`src/rtl/oversampler_pkg.sv`:
```
// Shared types and constants for the oversampler phase-scan slice.
package oversampler_pkg;

  localparam int unsigned NUM_PHASES  = 8;
  localparam int unsigned PHASE_SEL_W = 3;

  typedef enum logic [2:0] {
    ST_IDLE,
    ST_SETTLE,
    ST_COUNT,
    ST_NEXT,
    ST_SELECT,
    ST_LOCKED
  } scan_state_t;

endpackage

```
`src/rtl/err_window_counter.sv`:
```
// Synchronizes the oversampler error flag and counts it, saturating,
// over one WINDOW-cycle window. Shared by scan and lock-monitor windows.
module err_window_counter
  import oversampler_pkg::*;
#(
  parameter int unsigned WINDOW = 1024,
  parameter int unsigned CNT_W  = $clog2(WINDOW + 1)
) (
  input  logic             clock,
  input  logic             reset_n,
  input  logic             phase_err,
  input  logic             clear,
  input  logic             start,
  output logic             done,
  output logic [CNT_W-1:0] count
);

  localparam int unsigned      CYC_W = $clog2(WINDOW + 1);
  localparam logic [CYC_W-1:0] LAST  = CYC_W'(WINDOW - 1);

  logic [1:0]       sync_q;
  logic             err_bit;
  logic             running;
  logic [CYC_W-1:0] cyc_q;
  logic [CNT_W-1:0] err_q;

  // Two-flop synchronizer for the fast-domain error flag.
  always_ff @(posedge clock or negedge reset_n) begin
    if (!reset_n) sync_q <= '0;
    else          sync_q <= {sync_q[0], phase_err};
  end

  assign err_bit = sync_q[1];

  // Saturating count including the current cycle's sample, so done and
  // count are valid together in the last window cycle.
  always_comb begin
    count = err_q;
    if (err_bit && (err_q != '1)) count = err_q + CNT_W'(1);
  end

  assign done = running && (cyc_q == LAST);

  // Window sequencing: clear aborts, start (re)opens a fresh window.
  always_ff @(posedge clock or negedge reset_n) begin
    if (!reset_n) begin
      running <= 1'b0;
      cyc_q   <= '0;
      err_q   <= '0;
    end else if (clear) begin
      running <= 1'b0;
      cyc_q   <= '0;
      err_q   <= '0;
    end else if (start) begin
      running <= 1'b1;
      cyc_q   <= '0;
      err_q   <= '0;
    end else if (running) begin
      err_q <= count;
      if (done) running <= 1'b0;
      else      cyc_q   <= cyc_q + CYC_W'(1);
    end
  end

endmodule

```
`src/rtl/oversampler_phase_scan.sv`:
```
// Phase-scan controller: scans all 8 phase_sel settings, locks onto the
// one with the fewest errors, then monitors the error rate.
// Optional feature macro: OVERSAMPLER_AUTO_RESCAN_EN (bad window in
// LOCKED triggers an automatic rescan).
module oversampler_phase_scan
  import oversampler_pkg::*;
#(
  parameter int unsigned SETTLE_CYCLES = 16,
  parameter int unsigned WINDOW        = 1024,
  parameter int unsigned CNT_W         = $clog2(WINDOW + 1),
  parameter int unsigned FAIL_THRESH   = 0,
  parameter int unsigned LOCK_THRESH   = 4
) (
  input  logic                   clock,
  input  logic                   reset_n,
  input  logic                   phase_err,
  input  logic                   start,
  output logic [PHASE_SEL_W-1:0] phase_sel,
  output logic                   busy,
  output logic                   locked,
  output logic                   scan_fail,
  output logic [CNT_W-1:0]       best_cnt,
  output logic [7:0]             relock_cnt
);

  localparam int unsigned      SET_W       = $clog2(SETTLE_CYCLES + 1);
  localparam logic [SET_W-1:0] SETTLE_LAST = SET_W'(SETTLE_CYCLES - 1);
  localparam logic [CNT_W-1:0] FAIL_LIM    = CNT_W'(FAIL_THRESH);
  localparam logic [CNT_W-1:0] LOCK_LIM    = CNT_W'(LOCK_THRESH);

  scan_state_t            state_q, state_d;
  logic [PHASE_SEL_W-1:0] idx_q;
  logic [SET_W-1:0]       settle_q;
  logic [CNT_W-1:0]       phase_cnt_q [NUM_PHASES];

  logic                   win_clear, win_start, win_done;
  logic [CNT_W-1:0]       win_count;
  logic                   scan_begin, scan_pass, lock_bad, rescan_req;
  logic                   last_phase, settle_done;
  logic [PHASE_SEL_W-1:0] min_idx;
  logic [CNT_W-1:0]       min_val;

  err_window_counter #(
    .WINDOW (WINDOW),
    .CNT_W  (CNT_W)
  ) u_win (
    .clock     (clock),
    .reset_n   (reset_n),
    .phase_err (phase_err),
    .clear     (win_clear),
    .start     (win_start),
    .done      (win_done),
    .count     (win_count)
  );

  assign last_phase  = (idx_q == PHASE_SEL_W'(NUM_PHASES - 1));
  assign settle_done = (settle_q == SETTLE_LAST);
  assign scan_pass   = (min_val <= FAIL_LIM);
  assign lock_bad    = (state_q == ST_LOCKED) && win_done && (win_count > LOCK_LIM);
  assign busy        = (state_q == ST_SETTLE) || (state_q == ST_COUNT) ||
                       (state_q == ST_NEXT)   || (state_q == ST_SELECT);
  assign locked      = (state_q == ST_LOCKED);

`ifdef OVERSAMPLER_AUTO_RESCAN_EN
  assign rescan_req = start || lock_bad;
`else
  assign rescan_req = start;
`endif

  // Minimum search over the per-phase counts; strict < keeps the lowest index on ties.
  always_comb begin
    min_idx = '0;
    min_val = phase_cnt_q[0];
    for (int unsigned i = 1; i < NUM_PHASES; i++) begin
      if (phase_cnt_q[i] < min_val) begin
        min_val = phase_cnt_q[i];
        min_idx = PHASE_SEL_W'(i);
      end
    end
  end

  // State register.
  always_ff @(posedge clock or negedge reset_n) begin
    if (!reset_n) state_q <= ST_IDLE;
    else          state_q <= state_d;
  end

  // Next-state and window-control strobes.
  always_comb begin
    state_d    = state_q;
    win_clear  = 1'b0;
    win_start  = 1'b0;
    scan_begin = 1'b0;
    case (state_q)
      ST_IDLE: begin
        if (start) begin
          state_d    = ST_SETTLE;
          scan_begin = 1'b1;
        end
      end
      ST_SETTLE: begin
        if (settle_done) begin
          state_d   = ST_COUNT;
          win_start = 1'b1;
        end
      end
      ST_COUNT: begin
        if (win_done) state_d = ST_NEXT;
      end
      ST_NEXT: begin
        state_d = last_phase ? ST_SELECT : ST_SETTLE;
      end
      ST_SELECT: begin
        if (scan_pass) begin
          state_d   = ST_LOCKED;
          win_start = 1'b1;
        end else begin
          state_d = ST_IDLE;
        end
      end
      ST_LOCKED: begin
        if (rescan_req) begin
          state_d    = ST_SETTLE;
          scan_begin = 1'b1;
          win_clear  = 1'b1;
        end else if (win_done) begin
          win_start = 1'b1;
        end
      end
      default: state_d = ST_IDLE;
    endcase
  end

  // Scan datapath: settle timer, phase index/select, results and lock monitor.
  always_ff @(posedge clock or negedge reset_n) begin
    if (!reset_n) begin
      idx_q      <= '0;
      settle_q   <= '0;
      phase_sel  <= '0;
      scan_fail  <= 1'b0;
      best_cnt   <= '0;
      relock_cnt <= '0;
      for (int unsigned i = 0; i < NUM_PHASES; i++) phase_cnt_q[i] <= '0;
    end else begin
      if (state_q == ST_SETTLE) settle_q <= settle_q + SET_W'(1);
      else                      settle_q <= '0;

      if (scan_begin) begin
        idx_q     <= '0;
        phase_sel <= '0;
        scan_fail <= 1'b0;
      end else if ((state_q == ST_NEXT) && !last_phase) begin
        idx_q     <= idx_q + PHASE_SEL_W'(1);
        phase_sel <= idx_q + PHASE_SEL_W'(1);
      end else if (state_q == ST_SELECT) begin
        best_cnt <= min_val;
        if (scan_pass) begin
          phase_sel <= min_idx;
        end else begin
          phase_sel <= '0;
          scan_fail <= 1'b1;
        end
      end

      if ((state_q == ST_COUNT) && win_done) phase_cnt_q[idx_q] <= win_count;

      // Counted even when a simultaneous start wins the state transition.
      if (lock_bad && (relock_cnt != '1)) relock_cnt <= relock_cnt + 8'd1;
    end
  end

endmodule

```
`config.mk`:
```
export PLATFORM = sky130hd
export DESIGN_NAME = oversampler_phase_scan
export DESIGN_NICKNAME = d
export VERILOG_FILES = /design/src/rtl/oversampler_pkg.sv /design/src/rtl/err_window_counter.sv /design/src/rtl/oversampler_phase_scan.sv
export SDC_FILE = /design/constraint.sdc
export NUM_CORES = 1
export LEC_CHECK = 0
export ABC_AREA = 1
export BUFFER_PORTS_ARGS = -buffer_cell sky130_fd_sc_hd__buf_2
export CORE_UTILIZATION = 45
export CTS_CLUSTER_DIAMETER = 40
export DETAILED_ROUTE_END_ITERATION = 8
export PLACE_DENSITY_LB_ADDON = 0.25
export SLEW_MARGIN = 20
export SYNTH_ARGS = -nofsm -noshare
export SYNTH_HDL_FRONTEND = slang
export SYNTH_SLANG_ARGS = --single-unit
export TNS_END_PERCENT = 30
```
`constraint.sdc`:
```
create_clock -name clock -period 12.2 [get_ports clock]
set_clock_uncertainty 0.05 [all_clocks]
set_input_delay 1.22 -clock clock [delete_from_list [all_inputs] [get_ports clock]]
set_output_delay 1.22 -clock clock [all_outputs]
set_load 0.1 [all_outputs]
```
==> results.md <==
- Antenna cells: 0
- Final HPWL DP: 14600 um
- CTS tree: yes
- Main flop type after synthesis: dfrtp_1
- Seq pwr share: 39.4%
- Clk_lat worst skew: 0.43 ns
- Clock power frac: 37.3%
- I/O Pins: 29
- Routing usage on met3: 4.995%
- Routability cong.: 0.8865
- Vias per cell: 5.122
- Vias in the first global route: 6894
- Final Hold Viols: 0
- Worst-margin pin slew: 0.8979 ns
- CP max-delay cell: dfrtp_1
- Met1 Usage GRT: 29.37%
- Area Growth Syn to Fin: 10.90%
- Crit path DAT: 11.14 ns
- Slew margin rel.: 39.85%
- Asr flop ratio synth: 100.0%
- Fillers: 1840
- Post-DR wirelength/cell: 14.60 um
- Share of layout cells above drive strength 1: 9.482%
- Initial Util: 46.34%
- Cells after DPL: 1366
- Syn Area/Cell: 7.887 sq um
- Pin count of the biggest net entering global routing: 93
- Drt initial violations: 369
- Post-synthesis cell type count: 43
- RSZ-0062 raised after global routing: no
- Yosys warns: 0
- Post-synthesis sequential element count: 147
- TNS Setup: 0 ns
- Fin cells: 1399
- Netlist Area Pre-Place: 8755 sq um
- Synth Net Count: 1187
- Clk buf depth: 2
- Area contributors post-synth: dfrtp_1 (42%), nand2_1 (13%), ha_1 (10%)
- Worst-path clk slew: 0.07 ns
- GR peak layer: met2
- Crit-path max FO: 23
- Kind of capture point of the worst setup path: register
- Resized Gates After CTS: 0
- Most used cell, CP: nand2_1
- Total wire length: 20430 um
- Site Rows: 50
- Cell accounting for the most synthesized area: dfrtp_1
- Area of the core: 18890 sq um
- # port buffers: 28
- NetSw: 519.3 uW
- Post-synth top area share: 42.02%
- Max Clk Rate: 91.82 MHz
- Logic pwr share: 23.3%
- Die height: 141.5 um
- Grt total ovfl: 0
- Pint: 907.1 uW
- Cells after Synth: 1110
- Drt drc: 0
- Total GRT Usage: 21.84%
- Status: complete, no violations
- Dpl cell area: 9087 sq um
- Setup crit start kind: register
- Cell area after layout: 9709 sq um
- Slowest stage delay, CP: 0.40 ns
- DRT Pass-1 Iters: 5
- Switch share: 36.40%
- Max Slew Vio Count: 0
- Multi-input logic area: 4544 sq um
- DIE AREA: 20020 sq um
- Via count: 7166
- Max_cap viols: 0
- Die X: 141.5 um
- Final setup viols: 0
- GR Layer Usage met2: 34.65%
- Worst endpoint required time: 12.45 ns
- Pwr dens: 146.9 nW/um^2
- Crit path time final: 10.89 ns
- Period utilization: 89.27%
- Worst Hold Class: register to register
- H-tree lvl count: 4
- Worst setup path category: register to register
- Reg area: 3679 sq um
- Sequential-to-total area share from yosys stat: 42.02%
- Antenna violations before repair: 0
- TritonCTS Buffers: 17
- Layout Nets: 1203
- Postcts setup bufs: 0
- CTS Hold Bufs: 0
- First-pass GRT wire length: 34290 um
- Peak VDD IR: 0.1318 mV
- Pleak: 5.132 nW
- Root buffer cell: clkbuf_16
- EDFF count, synth: 0
- Antenna viol nets, final: 0
- Clk sinks: 147
through the flow:
step / setup slack, ns / hold WS, ns / util, % / power, mW
finish: 1.309 / 0.2984 / 51.39 / 1.426
global route: 0.03966 / 0.3075 / 51.39 / 1.503
CTS: 0.5777 / 0.3003 / 51.25 / 1.439
detailed placement: 0.6044 / 0.2847 / 48.10 / 0.9036
global placement: 0.7894 / 0.2890 / 48.10 / 0.9005
floorplan: 2.104 / 0.2812 / - / 0.8047
cell usage in the layout (no fill, tap or decap), types with 7 or more instances in the layout:
cell	n
nand2_1	300
o21ai_0	150
dfrtp_1	147
inv_1	104
ha_1	73
nor2_1	70
nand3_1	43
a21oi_1	41
buf_2	27
o21ai_1	23
nand4_1	17
clkbuf_16	17
nor2_2	16
xor2_1	15
nand3b_1	10
nand2_2	7
critical path, delay by kind of cell, from the launching register on:
family	cells	cell delay, ns
AO/OA/AOI/OAI	16	3.31
adder cells (fa/ha/maj)	7	2.10
buffers and inverters	4	0.17
flip-flops	1	0.40
AND/OR/NAND/NOR	39	4.67
per-layer routing:
| layer | share of wire (%) | up-vias |
|---|---|---|
| met3 | 3.7 | 29 |
| li1 | - | 3705 |
| met4 | 2.5 | 0 |
| met5 | 0 | - |
| met1 | 48 | 3334 |
| met2 | 46 | 98 |
state kept, by name, indices dropped and copies added (netlist names):
name,flops
best_cnt,11
idx_q,3
u_win.cyc_q,11
u_win.running,1
scan_fail,1
settle_q,5
phase_cnt_q,88
u_win.err_q,11
state_q,3
u_win.sync_q,2
phase_sel,3
relock_cnt,8
final cells by class:
cell class	count	area share [%]
tap	260	3.351
inverter	104	4.021
clock inverter	14	1.598
sequential	147	37.89
timing repair buffer	32	1.817
multi-input combinational	824	46.80
clock buffer	18	4.523
power by group through the flow:
stage | Sequential (mW) | Clock (mW) | Combinational [mW]
6_report | 0.563 | 0.532 | 0.332
5_1_grt | 0.568 | 0.567 | 0.368
4_1_cts | 0.562 | 0.543 | 0.334
3_5_place_dp | 0.571 | 0 | 0.332
3_3_place_gp | 0.570 | 0 | 0.330
2_1_floorplan | 0.599 | 0 | 0.205
cell families after synthesis:
family / Yosys count / synth area share (%)
AND/OR/NAND/NOR: 487 / 24.20
XOR/XNOR: 22 / 2.201
adder cells (fa/ha/maj): 73 / 10.43
AO/OA/AOI/OAI: 240 / 14.55
flip-flops: 147 / 42.02
buffers and inverters: 140 / 6.474
multiplexers: 1 / 0.1286
path summary, 6_finish.rpt:
kind	start	endpoint	slack, ns	depth (start not counted)
max in group asynchronous	reset_n	u_win.err_q[6]$_DFFE_PN0P_	10.04	2
worst max register to register	phase_cnt_q[72]$_DFFE_PN0P_	u_win.err_q[4]$_DFFE_PN0P_	1.31	66
worst max-delay path	phase_cnt_q[72]$_DFFE_PN0P_	u_win.err_q[4]$_DFFE_PN0P_	1.31	66
worst min-delay path	u_win.sync_q[0]$_DFF_PN0_	u_win.sync_q[1]$_DFF_PN0_	0.30	0
worst min register to register	u_win.sync_q[0]$_DFF_PN0_	u_win.sync_q[1]$_DFF_PN0_	0.30	0
min in group asynchronous	reset_n	phase_cnt_q[37]$_DFFE_PN0P_	0.84	1
cell usage after synthesis, types with 2 or more instances:
library cell	n
nand3_2	2
xnor2_1	7
o21ai_1	8
ha_1	73
a21o_1	5
nand3_1	43
o21bai_1	4
a21oi_1	41
buf_2	5
a31oi_1	3
nand2_2	9
a211oi_1	2
nand2_4	2
nor2_4	2
nand4_1	17
clkbuf_1	28
o21ai_0	165
nor4_1	2
nand2_1	300
nor2_1	70
nor3_1	5
xor2_1	15
o221a_2	2
a21boi_1	4
nand3b_1	10
inv_1	104
or2_2	5
dfrtp_1	147
nor2_2	16
Note: power is estimated with default switching activity, not from simulation.
